**config.mk**
```make
export PLATFORM = sky130hd
export DESIGN_NAME = vlog_statmchs_sum3_drv
export DESIGN_NICKNAME = d
export VERILOG_FILES = /design/src/rtl/vlog_statmchs_sum3_drv.sv
export SDC_FILE = /design/constraint.sdc
export NUM_CORES = 1
export LEC_CHECK = 0
export ABC_CLOCK_PERIOD_IN_PS = 2800
export CAP_MARGIN = 25
export CORE_ASPECT_RATIO = 1.4
export CORE_MARGIN = 5
export CORE_UTILIZATION = 50
export CTS_BUF_LIST = sky130_fd_sc_hd__clkbuf_8 sky130_fd_sc_hd__clkbuf_16
export CTS_CLUSTER_DIAMETER = 50
export DETAILED_ROUTE_END_ITERATION = 10
export PLACE_DENSITY = 0.82
export SYNTH_ARGS = -nofsm -noshare
export SYNTH_HDL_FRONTEND = slang
export SYNTH_SLANG_ARGS = --single-unit
```
**constraint.sdc**
```tcl
create_clock -name clk -period 2.8 [get_ports clk]
set_clock_uncertainty 0.1 [all_clocks]
set_input_delay 0.56 -clock clk [delete_from_list [all_inputs] [get_ports clk]]
set_output_delay 0.56 -clock clk [all_outputs]
set_load 0.03 [all_outputs]
```
**src/rtl/vlog_statmchs_sum3_drv.sv**
```systemverilog
// Drives a three-operand summer: accepts a packed operand set, feeds one operand per clock with
// start held high, waits for ready, then presents the captured sum (optional self-check: SUM3_DRV_SELFCHECK_EN).
module vlog_statmchs_sum3_drv #(
    parameter int WIDTH   = 8,
    parameter int NOPS    = 3,
    parameter int TIMEOUT = 16
) (
    input  logic                  clk,
    input  logic                  reset,
    input  logic                  in_valid,
    output logic                  in_ready,
    input  logic [NOPS*WIDTH-1:0] in_ops,
    output logic                  start,
    output logic [WIDTH-1:0]      d,
    input  logic [WIDTH-1:0]      sum_in,
    input  logic                  ready_in,
    output logic                  res_valid,
    input  logic                  res_ready,
    output logic [WIDTH-1:0]      res_sum,
    output logic                  res_timeout,
    output logic                  res_mismatch
);
    localparam int KW = (NOPS > 1) ? $clog2(NOPS) : 1;
    localparam int TW = $clog2(TIMEOUT + 1);

    typedef enum logic [1:0] {IDLE, FEED, WAIT, DONE} state_t;

    state_t           state, state_nxt;
    logic [KW-1:0]    k, k_nxt;
    logic [TW-1:0]    tcnt, tcnt_nxt;
    logic [WIDTH-1:0] ops_q [NOPS];
    logic [WIDTH-1:0] d_nxt, res_sum_nxt;
    logic             in_ready_nxt, start_nxt, res_valid_nxt, res_timeout_nxt, res_mismatch_nxt;
    logic             accept, capture, expire, fault;

    assign accept  = (state == IDLE) && in_valid && in_ready;
    // The summer has not seen start fall yet on the first WAIT cycle, so its ready is stale there.
    assign capture = (state == WAIT) && (tcnt != '0) && ready_in;
    assign expire  = (state == WAIT) && !capture && (tcnt == TW'(TIMEOUT - 1));

`ifdef SUM3_DRV_SELFCHECK_EN
    logic [WIDTH-1:0] exp_sum;

    always_ff @(posedge clk or posedge reset) begin
        if (reset)
            exp_sum <= '0;
        else if (accept)
            exp_sum <= '0;
        else if (state == FEED)
            exp_sum <= exp_sum + d;
    end

    assign fault = capture ? (sum_in != exp_sum) : 1'b1;

    always_ff @(posedge clk) begin
        if ((capture && (sum_in != exp_sum)) || expire)
            $display("sum3_drv mismatch: expected %0d actual %0d timeout %0b",
                     exp_sum, capture ? sum_in : '0, expire);
    end
`else
    assign fault = 1'b0;
`endif

    always_comb begin
        state_nxt        = state;
        k_nxt            = k;
        tcnt_nxt         = tcnt;
        in_ready_nxt     = 1'b0;
        start_nxt        = 1'b0;
        d_nxt            = d;
        res_valid_nxt    = res_valid;
        res_sum_nxt      = res_sum;
        res_timeout_nxt  = res_timeout;
        res_mismatch_nxt = res_mismatch;
        case (state)
            IDLE: begin
                if (accept) begin
                    state_nxt = FEED;
                    start_nxt = 1'b1;
                    d_nxt     = in_ops[WIDTH-1:0];
                    k_nxt     = '0;
                end else begin
                    in_ready_nxt = 1'b1;
                end
            end
            FEED: begin
                if (k == KW'(NOPS - 1)) begin
                    state_nxt = WAIT;
                    tcnt_nxt  = '0;
                end else begin
                    start_nxt = 1'b1;
                    k_nxt     = k + KW'(1);
                    d_nxt     = ops_q[k + KW'(1)];
                end
            end
            WAIT: begin
                if (capture) begin
                    state_nxt        = DONE;
                    res_valid_nxt    = 1'b1;
                    res_sum_nxt      = sum_in;
                    res_timeout_nxt  = 1'b0;
                    res_mismatch_nxt = fault;
                end else if (expire) begin
                    state_nxt        = DONE;
                    res_valid_nxt    = 1'b1;
                    res_sum_nxt      = '0;
                    res_timeout_nxt  = 1'b1;
                    res_mismatch_nxt = fault;
                end else begin
                    tcnt_nxt = tcnt + TW'(1);
                end
            end
            DONE: begin
                if (res_ready) begin
                    state_nxt     = IDLE;
                    res_valid_nxt = 1'b0;
                    in_ready_nxt  = 1'b1;
                end
            end
            default: state_nxt = IDLE;
        endcase
    end

    always_ff @(posedge clk or posedge reset) begin
        if (reset) begin
            state        <= IDLE;
            k            <= '0;
            tcnt         <= '0;
            in_ready     <= 1'b0;
            start        <= 1'b0;
            d            <= '0;
            res_valid    <= 1'b0;
            res_sum      <= '0;
            res_timeout  <= 1'b0;
            res_mismatch <= 1'b0;
        end else begin
            state        <= state_nxt;
            k            <= k_nxt;
            tcnt         <= tcnt_nxt;
            in_ready     <= in_ready_nxt;
            start        <= start_nxt;
            d            <= d_nxt;
            res_valid    <= res_valid_nxt;
            res_sum      <= res_sum_nxt;
            res_timeout  <= res_timeout_nxt;
            res_mismatch <= res_mismatch_nxt;
        end
    end

    always_ff @(posedge clk or posedge reset) begin
        if (reset) begin
            for (int i = 0; i < NOPS; i++)
                ops_q[i] <= '0;
        end else if (accept) begin
            for (int i = 0; i < NOPS; i++)
                ops_q[i] <= in_ops[i*WIDTH +: WIDTH];
        end
    end

endmodule

```
After elaboration in Yosys (flattened, before gate mapping)
Cells that the tools add are included.

Bits in registers: 54. Input bits: 37. Output and inout port bits: 21. Logic and storage cells: 81.

$add $sub $neg: 2. Order comparisons: 1. Equality and inequality tests: 12. Muxes and demuxes: 34. Bitwise operators: 1. Reduce and logical (&&, ||, !) cells: 18.

Operators with widths (count): 2-to-1 mux 8 bit (6); binary-select mux 8 bit (select 2 bit) (1); case mux 8 bit (2 select lines) (1); 2-to-1 mux 5 bit (3); 2-to-1 mux 2 bit (7); inequality test 2 bit, second input constant (6); 2-to-1 mux 1 bit (10); case mux 5 bit (2 select lines) (1); case mux 2 bit (4 select lines) (1); AND reduction 4 bit (2); nonzero test 2 bit (4); equality test 2 bit, second input constant (3); logical AND 1 bit (6); case mux 1 bit (2 select lines) (3); AND reduction 3 bit (2); adder 5 x 1 -> 5 bit, second input constant (1); equality test 5 x 4 -> 1 bit, second input constant (1); nonzero test 5 bit (1); case mux 2 bit (2 select lines) (1); greater-or-equal comparator 3 bit, second input constant (1); inequality test 3 bit, second input constant (1); inverter 2 -> 3 bit (1); adder 2 x 1 -> 2 bit, second input constant (1); equality test 2 x 1 -> 1 bit, second input constant (1); other kinds (3) (3).

Logic depth before layout (Yosys ltp)
Depth in word-level cells: 9. Mapped depth: 9. Depth with buffers taken out: 7.

Worst setup path after synthesis
Ideal clock, no wire load.

Kind: reg2reg. Start point: reg k[0]. End point: reg d[0]. Setup time: 0.118 ns. Arrival time: 1.903 ns. Data required time: 2.582 ns. Slack: 0.679 ns. Stages on the path, launching flop included: 9. Buffers on the path: 2. Period minus slack after synthesis: 2.121 ns. Cells stage by stage: dfrtp_1 -> clkbuf_1 -> inv_1 -> ha_1 -> buf_2 -> mux2_2 -> a22oi_1 -> a211oi_1 -> a21o_1.

Longest elaborated chain between the ends: 7. Elaborated cells between the ends (all ways): 10. Those cells by class: add/sub (1); eq/ne (2); mux (5); bitwise (1); reduce/logical (1).

RTL lines: start, declared (RTL line 29) `logic [KW-1:0] k, k_nxt;`; start signal, assigned (RTL line 138) `k <= k_nxt;`; adder 2 x 1 -> 2 bit (RTL line 93) `d_nxt = ops_q[k + KW'(1)];`; inverter 2 -> 3 bit (not written as such) (RTL line 93); binary-select mux 8 bit (select 2 bit) (RTL line 93); 2-to-1 mux 8 bit (not written as such) (2 in series) (RTL line 93); 2-to-1 mux 8 bit (RTL line 87) `if (k == KW'(NOPS - 1)) begin`; case mux 8 bit (2 select lines) (RTL line 75) `case (state)`; end signal, assigned (RTL line 142) `d <= d_nxt;`; end, declared (RTL line 14) `output logic [WIDTH-1:0] d,`.

Several ways; a longest one is shown, not always the timed one. The select of a mux whose other input is x is not followed. A chain may end at the register's enable or synchronous reset.

Worst setup path in the final report
Start point: reg k[1]. End point: reg d[5].

The elaborated chain is that of the path after synthesis.

==> impl_results.md <==
- CTS Sinks: 53
- Vias per cell: between 5 and 6
- Die Width: 70.3 um
- Cts bufs inserted: 5
- Hold path cells: 1
- Via total after detailed routing: 1,859
- Clk network pwr share: 11.2%
- Commonest non-fill, non-tap cells in the layout: clkdlybuf4s50_1 (56), dfrtp_1 (53), mux2_2 (33), nand2_1 (24), o21ai_0 (17)
- Final WS setup: around 0.46 ns
- Initial DRC count: ~150
- Post-DP Area: between 0.003 and 0.004 mm^2
- Root buffer cell: clkbuf_8
- Worst slew pin tran: about 0.69 ns
- Die area: approximately 0.0066 mm^2
- Largest area contributor in the netlist: dfrtp_1
- Num ports: 58
- Routed wire length: 5.35 mm
- Reg2Reg Depth: 5
- Final Core Density: 66.7%
- Multi-input logic area: 0.00113 mm^2
- Cell Int Power: ~2.3 mW
- Crit path max fanout: 10
- CTS tree: yes
- Setup Crit Path Kind: flip-flop to flip-flop
- Post-synth top area share: about 52%
- Net Sw Frac: 39.6%
- Final worst-path cycle share: a little over four fifths
- Routed Antenna Nets: 0
- Layout cells sized above 1: between 10% and 20%
- Status: finished, final reports clean
- Critical path depth: 5
- Slowest stage delay, CP: about 0.57 ns
- Netlist Area Pre-Place: ~0.0025 mm^2
- Core Rows: 30
- Initial antenna violation count: 0
- Static Leak: about 1.5 nW
- Buf/Inv on CP: 0
- Largest net degree at the start of global routing: 54
- Synthesized Nets: between 200 and 300
- Worst setup SP type: flip-flop
- Minimum clock period: 2.34 ns
- # port buffers: 56
- Core Box Area: 0.00488 mm^2
- Reg-to-reg slack, setup: 0.46 ns
- Register area share after synthesis: roughly 52%
- Post-route DRC: 0
- Antenna diode count: 0
- Post-Syn Instances: about 220
- Crit. End Element: flip-flop
- Unique masters post-synth: 33
- Clock slew at reported path FFs: around 0.1 ns
- Post-Place Setup Slack: 0.479 ns
- Htree depth: 2
- RSZ-0062 raised after global routing: no
- Initial Utilization: between 50% and 60%
- Seq pwr share: roughly 36%
- Clock Latency Late Sink: around 0.30 ns
- Synth top area cells: dfrtp_1 (52%), mux2_2 (15%), ha_1 (3.9%)
- Total grt overflow: 0
- Final Hold Slack: around 0.38 ns
- Final setup violation count: 0
- Peak VDD IR: between 600 and 700 uV
- Flop and latch count out of synthesis: 53
- Fmax: around 430 MHz
- Die height: between 90 and 100 um
- CP max stage cell: nor2b_1
- CP cell instances: ha_1 -> nor2b_1 -> a22oi_1 -> a211oi_1 -> a21o_1
- Deepest clock path buffer count: 2
- Syn. warnings: 0
- Drt first pass iters: 4
- First-pass GRT wire length: 9.47 mm
- Commonest non-fill, non-tap cell in the layout: clkdlybuf4s50_1
- HPWL after detailed placement: ~4 mm
- Final TNS setup: 0 ns
- Gr usage total: 17.6%
- CTS resizes: 0
- Final Max Slew Viols: 0
- Post-route cell area: between 0.003 and 0.004 mm^2
- Mean Syn Cell Area: between 10 and 15 um^2
- Pwr Total: 3.74 mW
- Worst endpoint data arrival time: approximately 2.5 ns
- WL per Instance: 15.5 um
- Slew HR: between 50% and 60%
- Crit path max-delay family: compound AO/OA/AOI/OAI gates
- Total power per unit cell area: approximately 1100 mW/mm^2
- Setup Fix Bufs, Post-CTS: 0
- Cts hold-fix bufs: 0
- Final instance count without filler cells: ~350
- HP Class: flip-flop to flip-flop
- # placed instances: ~340
- Vias in the first global route: about 2,000
- Final net count: 325
- Area growth, synth to finish: 28.0%
- RD Place Congestion: 0.749
- Combinational fraction of design power: about 53%
- Switch Pwr: about 1.5 mW
- Fill cells: approximately 380
- Max_cap viols: 0
- Final Hold Viols: 0
- CP required: between 2 and 3 ns
- Seq. cell area: around 0.0013 mm^2
## synthesized netlist by cell type, drive strengths merged
master   n
a21boi   1
ha       8
nor3     1
o211a    1
mux2    34
a21o     9
nand3    3
nor2b    3
nand2   24
a211oi   8
a21oi    2
a22o     1
nor2    13
or3      1
mux2i    1
conb     1
nor4b    1
o32a     1
a21bo    1
a32o     3
nand2b   3
buf      8
a22oi    9
clkbuf   3
inv      9
and3     2
dfrtp   53
o211ai   2
o21ai   17
## kinds of logic after synthesis
group / synth area share [%]
buffers and inverters: 3.44
flip-flops: 52.2
other: 0.147
multiplexers: 15.6
AND/OR/NAND/NOR: 9.50
adder cells (fa/ha/maj): 3.94
AO/OA/AOI/OAI: 15.2
## power groups by stage
stage	combinational, mW	sequential [mW]	clock, mW
floorplan	1.16	1.57	0
global placement	1.93	1.34	0
detailed placement	1.99	1.36	0
CTS	2.00	1.35	0.434
global route	2.15	1.40	0.473
finish	1.98	1.34	0.419
## worst paths after layout
check                                  from                endpoint
setup / recovery           k[1]$_DFFE_PP0P_        d[5]$_DFFE_PP0P_
hold / removal             d[4]$_DFFE_PP0P_        d[4]$_DFFE_PP0P_
setup reg to reg           k[1]$_DFFE_PP0P_        d[5]$_DFFE_PP0P_
hold reg to reg            d[4]$_DFFE_PP0P_        d[4]$_DFFE_PP0P_
max in group asynchronous             reset     tcnt[4]$_DFFE_PP0P_
min in group asynchronous             reset  res_sum[4]$_DFFE_PP0P_
## area by class of cell
cell class                      count  share of cell area [%]
Timing Repair Buffer               61                    18.4
Tap cell                           64                    2.46
Multi-Input combinational cell    150                    34.7
Clock inverter                      3                   0.577
Sequential cell                    53                    40.8
Clock buffer                        5                    2.11
Inverter                            9                    1.04
## routing by layer
layer  global-route usage, %  part of all wire, %  vias up
li1                        -                    -      904
met1                    20.2                   41      892
met2                    30.6                   50       52
met3                    5.43                  6.3       11
met4                    6.87                  2.1        0
met5                       0                    0        -
## flip-flops by register name, summed over array words and instances, names as in the netlist
register	cells
ops_q	24
k	2
in_ready	1
start	1
res_valid	1
d	8
state	2
tcnt	5
res_timeout	1
res_sum	8
(Power assumes the default switching activity.)
